File: config.mk
export PLATFORM = sky130hd
export DESIGN_NAME = id_ex_pipe_reg
export DESIGN_NICKNAME = d
export VERILOG_FILES = /design/src/rtl/id_ex_pipe_reg.sv
export SDC_FILE = /design/constraint.sdc
export NUM_CORES = 1
export LEC_CHECK = 0
export ABC_CLOCK_PERIOD_IN_PS = 15900
export CORE_MARGIN = 2
export CORE_UTILIZATION = 44
export DETAILED_ROUTE_END_ITERATION = 8
export PLACE_DENSITY = 0.84
export SLEW_MARGIN = 15
export SYNTH_ARGS = -nofsm -noshare
export SYNTH_HDL_FRONTEND = slang
export SYNTH_SLANG_ARGS = --single-unit
File: constraint.sdc
create_clock -name clk -period 15.9 [get_ports clk]
set_clock_uncertainty 0.05 [all_clocks]
set_input_delay 3.18 -clock clk [delete_from_list [all_inputs] [get_ports clk]]
set_output_delay 3.18 -clock clk [all_outputs]
set_load 0.03 [all_outputs]
File: src/rtl/id_ex_pipe_reg.sv
// ---------------------------------------------------------------------------
// id_ex_pipe_reg
//
// ID/EX pipeline stage register between decode and execute. It carries the
// EX/M/WB control bundle, both register-file read operands, the
// sign-extended immediate, the PC and the rs/rt/rd register addresses.
// The handshake on each side is valid/ready.
//
// Behaviour:
//   - The stage holds its output while execute stalls.
//   - flush turns the held and incoming instructions into a bubble.
//   - A bubble always presents ctrl_out == 0.
//   - stall_cnt is a saturating count of cycles with out_valid=1 and
//     out_ready=0.
//
// Configuration macro: ID_EX_SKID_EN
//   defined   : a one-entry skid buffer is built. in_ready is registered
//               (~skid_valid), so there is no combinational path from
//               out_ready to in_ready.
//   undefined : no skid storage. in_ready = out_ready | ~out_valid.
//   The port list is the same in both builds.
//
// Ports:
//   clk, rst            clock; asynchronous active-high reset
//   in_valid/in_ready   decode-side handshake
//   ctrl_in             {EX[3:0], M[2:0], WB[1:0]} control bundle
//   rs_data_in, rt_data_in, imm_in, pc_in          DATA_W payload fields
//   rs_addr_in, rt_addr_in, rd_addr_in             ADDR_W payload fields
//   out_valid/out_ready execute-side handshake
//   *_out               registered payload towards execute
//   flush               kill held and incoming instructions
//   cnt_clr             synchronous clear of stall_cnt
//   stall_cnt           saturating stall-cycle counter
// ---------------------------------------------------------------------------
module id_ex_pipe_reg #(
  parameter int DATA_W = 32,
  parameter int ADDR_W = 5,
  parameter int CTRL_W = 9,
  parameter int CNT_W  = 16
) (
  input  logic              clk,
  input  logic              rst,
  // decode side
  input  logic              in_valid,
  output logic              in_ready,
  input  logic [CTRL_W-1:0] ctrl_in,
  input  logic [DATA_W-1:0] rs_data_in,
  input  logic [DATA_W-1:0] rt_data_in,
  input  logic [DATA_W-1:0] imm_in,
  input  logic [DATA_W-1:0] pc_in,
  input  logic [ADDR_W-1:0] rs_addr_in,
  input  logic [ADDR_W-1:0] rt_addr_in,
  input  logic [ADDR_W-1:0] rd_addr_in,
  // execute side
  output logic              out_valid,
  input  logic              out_ready,
  output logic [CTRL_W-1:0] ctrl_out,
  output logic [DATA_W-1:0] rs_data_out,
  output logic [DATA_W-1:0] rt_data_out,
  output logic [DATA_W-1:0] imm_out,
  output logic [DATA_W-1:0] pc_out,
  output logic [ADDR_W-1:0] rs_addr_out,
  output logic [ADDR_W-1:0] rt_addr_out,
  output logic [ADDR_W-1:0] rd_addr_out,
  // control / status
  input  logic              flush,
  input  logic              cnt_clr,
  output logic [CNT_W-1:0]  stall_cnt
);

  // The data/address fields are packed into one vector so that the output
  // register and the skid entry share a single layout. ctrl is kept apart
  // because it is the only field that must be zeroed for a bubble.
  localparam int PAY_W = 4 * DATA_W + 3 * ADDR_W;
  localparam logic [CNT_W-1:0] CNT_ONE = {{(CNT_W-1){1'b0}}, 1'b1};

  logic [PAY_W-1:0]  pay_in;
  logic [PAY_W-1:0]  pay_reg;
  logic [CTRL_W-1:0] ctrl_reg;
  logic              valid_reg;
  logic [CNT_W-1:0]  stall_cnt_reg;

  logic              out_free;
  logic              in_fire;

  assign pay_in = {rs_data_in, rt_data_in, imm_in, pc_in,
                   rs_addr_in, rt_addr_in, rd_addr_in};

  // The output register may take new content when execute drains it or
  // when it holds a bubble.
  assign out_free = out_ready | ~valid_reg;
  assign in_fire  = in_valid & in_ready;

`ifdef ID_EX_SKID_EN
  // -------------------------------------------------------------------------
  // Skid build: one extra entry absorbs an instruction accepted while the
  // output register is stalled. in_ready depends only on state.
  // -------------------------------------------------------------------------
  logic              skid_valid_reg;
  logic [PAY_W-1:0]  skid_pay_reg;
  logic [CTRL_W-1:0] skid_ctrl_reg;

  assign in_ready = ~skid_valid_reg;

  always_ff @(posedge clk or posedge rst) begin
    if (rst) begin
      valid_reg      <= 1'b0;
      ctrl_reg       <= '0;
      pay_reg        <= '0;
      skid_valid_reg <= 1'b0;
      skid_ctrl_reg  <= '0;
      skid_pay_reg   <= '0;
    end else if (flush) begin
      // Bubble the output and drop the skid entry. Any in_fire this cycle
      // is discarded. Data fields keep their last value.
      valid_reg      <= 1'b0;
      ctrl_reg       <= '0;
      skid_valid_reg <= 1'b0;
    end else if (out_free) begin
      if (skid_valid_reg) begin
        // The older skid instruction leaves first. in_ready was 0 this
        // cycle, so no newer input can be competing for the slot.
        valid_reg      <= 1'b1;
        ctrl_reg       <= skid_ctrl_reg;
        pay_reg        <= skid_pay_reg;
        skid_valid_reg <= 1'b0;
      end else begin
        valid_reg <= in_valid;
        if (in_fire) begin
          ctrl_reg <= ctrl_in;
          pay_reg  <= pay_in;
        end else begin
          ctrl_reg <= '0;
        end
      end
    end else if (in_fire) begin
      // Output is stalled: park the incoming instruction in the skid entry.
      skid_valid_reg <= 1'b1;
      skid_ctrl_reg  <= ctrl_in;
      skid_pay_reg   <= pay_in;
    end
  end
`else
  // -------------------------------------------------------------------------
  // Plain build: acceptance follows the output register directly, so a
  // stall holds the payload exactly.
  // -------------------------------------------------------------------------
  assign in_ready = out_free;

  always_ff @(posedge clk or posedge rst) begin
    if (rst) begin
      valid_reg <= 1'b0;
      ctrl_reg  <= '0;
      pay_reg   <= '0;
    end else if (flush) begin
      valid_reg <= 1'b0;
      ctrl_reg  <= '0;
    end else if (out_free) begin
      valid_reg <= in_valid;
      if (in_fire) begin
        ctrl_reg <= ctrl_in;
        pay_reg  <= pay_in;
      end else begin
        ctrl_reg <= '0;
      end
    end
  end
`endif

  // -------------------------------------------------------------------------
  // Stall counter. cnt_clr beats the increment. flush has no effect here:
  // a flush cycle that is also a stall cycle still counts.
  // -------------------------------------------------------------------------
  always_ff @(posedge clk or posedge rst) begin
    if (rst) begin
      stall_cnt_reg <= '0;
    end else if (cnt_clr) begin
      stall_cnt_reg <= '0;
    end else if (valid_reg && !out_ready && (stall_cnt_reg != '1)) begin
      stall_cnt_reg <= stall_cnt_reg + CNT_ONE;
    end
  end

  // -------------------------------------------------------------------------
  // Output unpacking
  // -------------------------------------------------------------------------
  assign out_valid   = valid_reg;
  assign ctrl_out    = ctrl_reg;
  assign stall_cnt   = stall_cnt_reg;

  assign rs_data_out = pay_reg[PAY_W-1          -: DATA_W];
  assign rt_data_out = pay_reg[PAY_W-1-DATA_W   -: DATA_W];
  assign imm_out     = pay_reg[PAY_W-1-2*DATA_W -: DATA_W];
  assign pc_out      = pay_reg[PAY_W-1-3*DATA_W -: DATA_W];
  assign rs_addr_out = pay_reg[3*ADDR_W-1       -: ADDR_W];
  assign rt_addr_out = pay_reg[2*ADDR_W-1       -: ADDR_W];
  assign rd_addr_out = pay_reg[ADDR_W-1         -: ADDR_W];

endmodule

==> reports/results.ini <==
[status]
status = finished clean

[logic_synthesis]
yosys_register_bits = 169
yosysMostFrequentCell = dfrtp_1
yosysSeqAreaShare = 0.6408
yosysTopAreaCell = dfrtp_1
synth_commonest_cells = dfrtp_1 (169), mux2_2 (144), a21oi_1 (13), a22o_1 (9), buf_2 (9)
async_reset_ff_frac = 1.000
postSynthAreaPerCell_um2 = 15.42
syn_nets = 587
netlist_top_cells_area = dfrtp_1 (64%), mux2_2 (25%), a22o_1 (1.2%)
ys_warn_count = 0
syn_inst = 428
synthFlopType = dfrtp_1
synthesis.area_mm2 = 0.006600
synth_edf_count = 0
yosys.area.top_type_share = 0.6408
synth.distinct_cells = 36

[critical_path]
critPathLaunchType = input port
path_cells = clkdlybuf4s50_1 > nor2b_4 > inv_6 > clkdlybuf4s50_1
slowest_stage = clkdlybuf4s50_1
crit_type = input port to output port
arrival_ps = 4590
required_ps = 12670
crit_buf_inv = 3
crit_fanout = 10
worst_path_most_repeated_cell = clkdlybuf4s50_1
crit_path_end_kind = output port
cp_top_family = buffers and inverters
critical-path-max-stage-delay_ps = 610

[grt]
grt_pass1_wl_um = 28210
grtUsageTotal = 0.2246
grt_max_degree = 91
first_global_vias = 5261
antenna_found_initial = 0
grt_overflow = 0

[timing]
relSlewSlack = 0.2879
timing.final.crit_share = 0.4920
hold_viol_final = 0
worst_slew_pin_slew_ps = 1068
setup_viol = 0
period_minus_slack_ps = 7823
slew_viol_final = 0
fmax_ghz = 0.1278
rsz0062_at_grt = false
setup_tns_ps = 0
whs_ps = 449.8

[pwr]
cellLeakagePower_nw = 4.283
ir_worst_vdd_v = 0.00008315
power.density_mw_per_mm2 = 124.0

[clock_network]
clk_pin_slew_ps = 60
cts.sinks = 169
cts-root-buf = clkbuf_16
post_cts_buffers = 0
clk-insertion-delay-late_ps = 410
cts_tree = done
htreeDepth = 4
post_cts_resized = 0
cts_hold_buf = 0
cts.path.max_buffers = 2
cts-buffers-inserted = 17

[flow_run]
cap_viol_max_count = 0

[route]
dr.pass1.iters = 4
drc = 0
first_iter_violations = 176
drt.antenna.violating_nets = 0
vias_per_cell = 5.168
wl_per_cell_um = 18.83
drt-total-wl_um = 17920
num_vias = 4920

[placed_design]
io_buffers = 327
post-dp-hpwl_um = 13230
gp_congestion = 0.7744

[die]
dieWidth_um = 126.5
core_mm2 = 0.01459
die_area_mm2 = 0.01600
initial_core_util = 0.4524
placementRows = 44
io-pin-count = 328
die_h_um = 126.5

[cells_and_area]
area_growth_pct = 60.08
largest_register_ff_count = 143
drive_gt1_frac = 0.2435
nFillCells = 986
num_antenna_cells = 0
fin_nets = 916

[min_path]
min_path_type = register to register

## worst register-to-register path: cells and delay by family (launching register included)
kind | cells | cell delay (ps)
DFF | 1 | 370
and+or+nand+nor | 2 | 320
muxes | 1 | 500
buffers and inverters | 2 | 1560
## stage by stage
step / power (mW) / utilization / cells / worst slack (ps) / cell area [um^2]
after floorplan: 0.7386 / - / 428 / 8095 / 6600
after global placement: 0.9227 / 0.6863 / 922 / 8091 / 10010
after detailed placement: 0.9346 / 0.6863 / 922 / 8072 / 10010
after CTS: 1.324 / 0.7242 / 952 / 8071 / 10570
after global routing: 1.363 / 0.7242 / 952 / 8016 / 10570
final: 1.310 / 0.7242 / 952 / 8077 / 10570
## worst paths after layout
path,startpoint,endpoint,slack (ps),depth (start not counted)
min in group asynchronous,rst,ctrl_out[1],3240,2
worst max-delay path,out_ready,in_ready,8080,4
worst min register to register,ctrl_out[2],ctrl_out[2],450,1
max in group asynchronous,rst,pay_reg[43],11030,3
worst max register to register,out_valid,pay_reg[125],12980,5
worst min-delay path,ctrl_out[2],ctrl_out[2],450,1
## cells by family after synthesis
group | synth area share
muxes | 0.2472
DFF | 0.6408
and+or+nand+nor | 0.05100
adders and majority gates | 0.001895
buffers and inverters | 0.02237
AOI/OAI and AO/OA | 0.03678
## report_power, final
part           internal (mW)  switching [mW]
clock network          0.222           0.163
registers              0.494          0.0338
logic                  0.192           0.206
total                  0.907           0.403
## placed cells by master, fill, tap and decap left out, drive strengths merged, types with 2 or more instances in the layout
cell type | Yosys | final
a21oi | 13 | 13
nor4 | 2 | 2
inv | 5 | 6
mux2 | 144 | 144
nand3 | 6 | 6
nand2 | 6 | 6
clkinv | 0 | 7
or3 | 5 | 5
clkdlybuf4s50 | 0 | 327
buf | 18 | 3
o41ai | 2 | 2
a22o | 9 | 9
or4 | 7 | 7
o21ai | 4 | 4
and4 | 2 | 2
nor2b | 2 | 2
clkinvlp | 0 | 2
dfrtp | 169 | 169
clkbuf | 2 | 19
nand2b | 2 | 2
o31ai | 7 | 7
nor2 | 7 | 7
nand4 | 6 | 6
nor3 | 2 | 2
## per-layer routing
layer  share of wire  up-vias  GRT usage
li1                -     2216          -
met1            0.36     2422     0.2468
met2            0.51      242     0.3850
met3            0.10       40    0.09152
met4           0.030        0    0.09502
met5               0        -          0
## layout make-up
cell class / instances / area [um^2] / share of cell area
well taps: 184 / 230.2 / 0.02179
clock inverters: 11 / 100.1 / 0.009474
flip-flops and latches: 169 / 4229 / 0.4003
multi-input cells: 234 / 2228 / 0.2109
inverters: 5 / 28.78 / 0.002724
repair buffers: 330 / 3296 / 0.3119
clock buffers: 19 / 452.9 / 0.04287
Note: power is estimated with default switching activity, not from simulation.
==> edit 1: new RTL, config.mk and constraints unchanged <==
Build with the macro `ID_EX_SKID_EN` defined.
--- a/src/rtl/id_ex_pipe_reg.sv
+++ b/src/rtl/id_ex_pipe_reg.sv
@@ -32,6 +32,8 @@
 //   cnt_clr             synchronous clear of stall_cnt
 //   stall_cnt           saturating stall-cycle counter
 // ---------------------------------------------------------------------------
+`define ID_EX_SKID_EN
+
 module id_ex_pipe_reg #(
   parameter int DATA_W = 32,
   parameter int ADDR_W = 5,
Behaviour: not the same (a bounded check fails within 4 cycles, from zero or initial values and one cycle with rst high).
==> edit 1 against the unedited design <==
Area after synthesis is 110% higher. Worst setup slack improved by 1.7 ns. Cell area up 75%. Power up 83%. First-iteration DRC count grew to 2.7 times the old value. Sequential cell count grew 153. Cell count grew 92%. Routed wire length increased by 87%. Highest routed layer unchanged.
==> edit 1: results (changes against the unedited design) <==
[metrics] outcome: completed (unchanged)
[metrics] power dissipated in sequential cells: 1070 uW (was 528 uW)
[metrics] insertion delay of the later-clocked pin in the worst-skew pair: 0.50 ns (was 0.41 ns)
[metrics] number of placed instances, taps included: 1,766 (was 922)
[metrics] H-tree levels: 2 (was 4)
[metrics] critical-path maximum fanout: 61 (was 10)
[metrics] endpoint of the worst register-to-register path: skid_pay_reg[60] (was pay_reg[125])
[metrics] leakage power: 0.00772 uW (was 0.00428 uW)
[metrics] number of clock buffers inserted by TritonCTS: 36 (was 17)
[metrics] filler-free cell count of the finished design: 1,827 (was 952)
[metrics] number of detailed-routing iterations run before antenna repair: 6 (was 4)
[metrics] post-synth net total: 1,257 (was 587)
[metrics] standard cell area after detailed placement: 17,400 um2 (was 10,000 um2)
[metrics] tightest slew margin relative to the limit: 28.4% (was 28.8%)
[metrics] share of power burned in combinational logic: 23.4% (was 30.3%)
[metrics] Post-synth top cells: 322 x sky130_fd_sc_hd__dfrtp_1, 157 x sky130_fd_sc_hd__nor2_1, 155 x sky130_fd_sc_hd__a21oi_1 (was 169 x sky130_fd_sc_hd__dfrtp_1, 144 x sky130_fd_sc_hd__mux2_2, 13 x sky130_fd_sc_hd__a21oi_1)
[metrics] count of mapped cells out of synthesis: 1,098 (was 428)
[metrics] end point of the most critical hold path: skid_pay_reg[65] (was ctrl_out[2])
[metrics] worst setup slack after placement: 9.22 ns (was 8.07 ns)
[metrics] GP Congestion: 0.822 (was 0.774)
[metrics] global-route wire length before repair: 53,800 um (was 28,200 um)
[metrics] net total in the final layout: 1,561 (was 916)
[metrics] total wire length after detailed routing: 33,600 um (was 17,900 um)
[metrics] die span in x: 182 um (was 126 um)
[metrics] start of the worst register-to-register path: out_valid (unchanged)
[metrics] routing usage on met1: 25.1% (was 24.7%)
[metrics] metal3 WL: 2360 um (was 1840 um)
[metrics] sequential share of the synthesized area: 57.9% (was 64.1%)
[metrics] hold path startpoint: skid_pay_reg[65] (was ctrl_out[2])
[metrics] met2 wire length: 16,600 um (was 9080 um)
[metrics] R2R setup slack: 12.56 ns (was 12.98 ns)
[metrics] number of buffers on the longest clock path: 3 (was 2)
[metrics] pin count of the biggest net entering global routing: 96 (was 91)
[metrics] ranking of synthesized cells by area: sky130_fd_sc_hd__dfrtp_1 58%, sky130_fd_sc_hd__mux2i_1 10%, sky130_fd_sc_hd__mux2_4 8.6% (was sky130_fd_sc_hd__dfrtp_1 64%, sky130_fd_sc_hd__mux2_2 25%, sky130_fd_sc_hd__a22o_1 1.2%)
[metrics] sw frac: 28.5% (was 30.7%)
[metrics] maximum ir drop on the vdd rail: 0.0000882 V (was 0.0000831 V)
==> edit 1: cell types whose count changed in the layout (fill, tap and decap cells not counted), moves of 70 or more <==
cell | before | now
sky130_fd_sc_hd__dfrtp_1 | 169 | 321
sky130_fd_sc_hd__nor2_1 | 7 | 157
sky130_fd_sc_hd__mux2_4 | 0 | 80
sky130_fd_sc_hd__mux2i_1 | 1 | 143
sky130_fd_sc_hd__mux2_2 | 144 | 74
sky130_fd_sc_hd__a21oi_1 | 13 | 155
==> edit 1: worst max-delay path by stage <==
stage	end	start	slack [ns]
2_1_floorplan	ctrl_out[0]	rst	3.76
3_3_place_gp	skid_pay_reg[63]	out_ready	9.26
3_5_place_dp	skid_pay_reg[37]	out_ready	9.22
4_1_cts	skid_pay_reg[37]	out_ready	9.75
5_1_grt	skid_pay_reg[60]	out_ready	9.56
6_report	skid_pay_reg[60]	out_ready	9.77
==> edit 1: worst max-delay path: stages <==
cell	delay, ns
sky130_fd_sc_hd__clkdlybuf4s50_1	0.48
sky130_fd_sc_hd__nand2b_1	0.52
sky130_fd_sc_hd__nor2_1	0.16
sky130_fd_sc_hd__nand3_4	0.76
sky130_fd_sc_hd__buf_4	0.87
sky130_fd_sc_hd__mux2_2	0.42
==> edit 1: cell type report <==
cell class	instances	area [um2]	share of cell area [%]
sequential	322	8060	43.7
tap	402	503	2.73
timing repair buffer	339	3360	18.2
clock inverter	6	33.8	0.183
clock buffer	54	1030	5.58
multi-input combinational	700	5440	29.5
inverter	3	18.8	0.102
antenna	1	2.50	0.0136
==> edit 1: cell families after synthesis <==
group	Yosys count	share of synthesized area, %
AO/OA/AOI/OAI	180	6.81
adder cells (fa/ha/maj)	1	0.0899
buffers and inverters	76	3.13
flip-flops	322	57.9
multiplexers	297	24.9
AND/OR/NAND/NOR	222	7.17
==> edit 2: new RTL, same flow settings <==
Made on the original files. Put one more register stage on the output `stall_cnt`, with the module's reset. The value now appears one clock later. The other outputs are not delayed to match. Comments in the files are not updated.
--- a/src/rtl/id_ex_pipe_reg.sv
+++ b/src/rtl/id_ex_pipe_reg.sv
@@ -186,7 +186,13 @@
   // -------------------------------------------------------------------------
   assign out_valid   = valid_reg;
   assign ctrl_out    = ctrl_reg;
-  assign stall_cnt   = stall_cnt_reg;
+  always_ff @(posedge clk or posedge rst) begin
+    if (rst) begin
+      stall_cnt <= '0;
+    end else begin
+      stall_cnt <= stall_cnt_reg;
+    end
+  end
 
   assign rs_data_out = pay_reg[PAY_W-1          -: DATA_W];
   assign rt_data_out = pay_reg[PAY_W-1-DATA_W   -: DATA_W];
Behaviour: not the same (Yosys sat finds a counterexample within 4 cycles, from zero or initial values and one cycle with rst high).
==> edit 2 against the unedited design <==
Cell area grew 4.5%. Worst setup slack got worse by 0.071 ns. Sequential cell count up 16. Critical path depth did not move. First-iteration DRC count increased by 27%. Count of clock-buffer cells in the layout increased by 1. Routed wire length increased by 5.5%. Power rose by 5.9%. Critical path type unchanged. Fmax is 0.90% lower. Global-route usage fell by 0.42 points. Area after synthesis increased by 5.4%.
==> edit 2: results (changes against the unedited design) <==
[metrics] outcome: completed (unchanged)
[metrics] Fill cells: 1,026 (was 986)
[metrics] via count of the first global-routing pass: 5,215 (was 5,261)
[metrics] fraction of layout cells with a size suffix above 1: 23.7% (was 24.3%)
[metrics] multiplexer fraction of the synthesized cell area: 23.8% (was 24.7%)
[metrics] Arrival @ worst endpoint: 4.66 ns (was 4.59 ns)
[metrics] logic depth of the worst register-to-register path: 4 (was 5)
[metrics] net total in the final layout: 932 (was 916)
[metrics] Post-synth top cells: 185 x sky130_fd_sc_hd__dfrtp_1, 146 x sky130_fd_sc_hd__mux2_2, 11 x sky130_fd_sc_hd__clkbuf_1, 11 x sky130_fd_sc_hd__nor2_1 (was 169 x sky130_fd_sc_hd__dfrtp_1, 144 x sky130_fd_sc_hd__mux2_2, 13 x sky130_fd_sc_hd__a21oi_1)
[metrics] post-synth cell types: 34 (was 36)
[metrics] placed wire-length estimate after detailed placement: 13,800 um (was 13,200 um)
[metrics] worst hold slack: 0.395 ns (was 0.450 ns)
[metrics] endpoint of the worst register-to-register path: pay_reg[86] (was pay_reg[125])
[metrics] worst setup slack after placement: 8.00 ns (was 8.07 ns)
[metrics] Internal: 968 uW (was 907 uW)
[metrics] syn_area_per_cell: 15.7 um2 (was 15.4 um2)
[metrics] arithmetic-cell share of the synthesized area counting full adders, half adders and majority gates: 0.180% (was 0.190%)
[metrics] sequential share of the synthesized area: 66.6% (was 64.1%)
[metrics] critical-path maximum fanout: 4 (was 10)
[metrics] post-synth net total: 603 (was 587)
[metrics] ranking of synthesized cells by area: sky130_fd_sc_hd__dfrtp_1 67%, sky130_fd_sc_hd__mux2_2 24%, sky130_fd_sc_hd__a22o_1 1.1% (was sky130_fd_sc_hd__dfrtp_1 64%, sky130_fd_sc_hd__mux2_2 25%, sky130_fd_sc_hd__a22o_1 1.2%)
[metrics] R2R setup slack: 13.48 ns (was 12.98 ns)
[metrics] number of placed instances, taps included: 965 (was 922)
[metrics] post-synthesis compound-gate area fraction: 3.29% (was 3.68%)
[metrics] global-route wire length before repair: 28,100 um (was 28,200 um)
[metrics] wire length per cell: 19.0 um (was 18.8 um)
-- edit 2: cell types whose count changed after synthesis, sizes merged, moves of 4 or more --
cell and change:
dfrtp +16, buf -9, clkbuf +9, a21oi -4, nor2 +4
-- edit 2: cell families after synthesis --
| family | count (synthesis) |
|---|---|
| compound gates | 32 |
| mux | 147 |
| flops | 185 |
| buf+inv | 25 |
| simple gates | 54 |
| fa+ha+maj | 1 |
-- edit 2: how the worst min path moves through the flow --
stage | startpoint | to | cells past startpoint
floorplan | stall_cnt_reg[6] | stall_cnt[6] | 0
global placement | stall_cnt_reg[14] | stall_cnt[14] | 0
detailed placement | stall_cnt_reg[14] | stall_cnt[14] | 0
finish | stall_cnt_reg[14] | stall_cnt[14] | 0
global route | stall_cnt_reg[14] | stall_cnt[14] | 0
CTS | stall_cnt_reg[14] | stall_cnt[14] | 0
-- edit 2: area by class of cell --
| class | count | share of cell area (%) |
|---|---|---|
| multi-input cells | 234 | 20.2 |
| repair buffers | 330 | 29.9 |
| flip-flops and latches | 185 | 41.9 |
| well taps | 211 | 2.39 |
| inverters | 5 | 0.215 |
| clock inverters | 12 | 1.28 |
| clock buffers | 20 | 4.14 |
-- edit 2: power groups by stage --
stage	clock network, uW	registers, uW	logic (uW)
after floorplan	0	703	76.8
after global placement	0	572	396
after detailed placement	0	576	402
after CTS	433	569	405
after global routing	452	576	417
final	420	567	400
-- edit 2: per-layer routing --
layer  wire length, um  vias to the layer above  global-route usage, %  part of all wire [%]
met5                 0                        -                      0                     0
met4               569                        0                   9.36                   3.0
met3              1420                       43                   6.56                   7.5
met2             10100                      237                   39.5                    53
met1              6860                     2505                   24.4                    36
li1                  -                     2269                      -                     -
-- edit 2: critical path, delay by kind of cell --
family	cells	cell delay [ns]
buffers and inverters	3	1.19
AND/OR/NAND/NOR	1	0.29
-- edit 2: stage by stage --
stage | util, % | cell area [um2]
global placement | 68.2 | 10400
finish | 72.1 | 11000
floorplan | - | 6960
CTS | 72.1 | 11000
detailed placement | 68.2 | 10400
global route | 72.1 | 11000
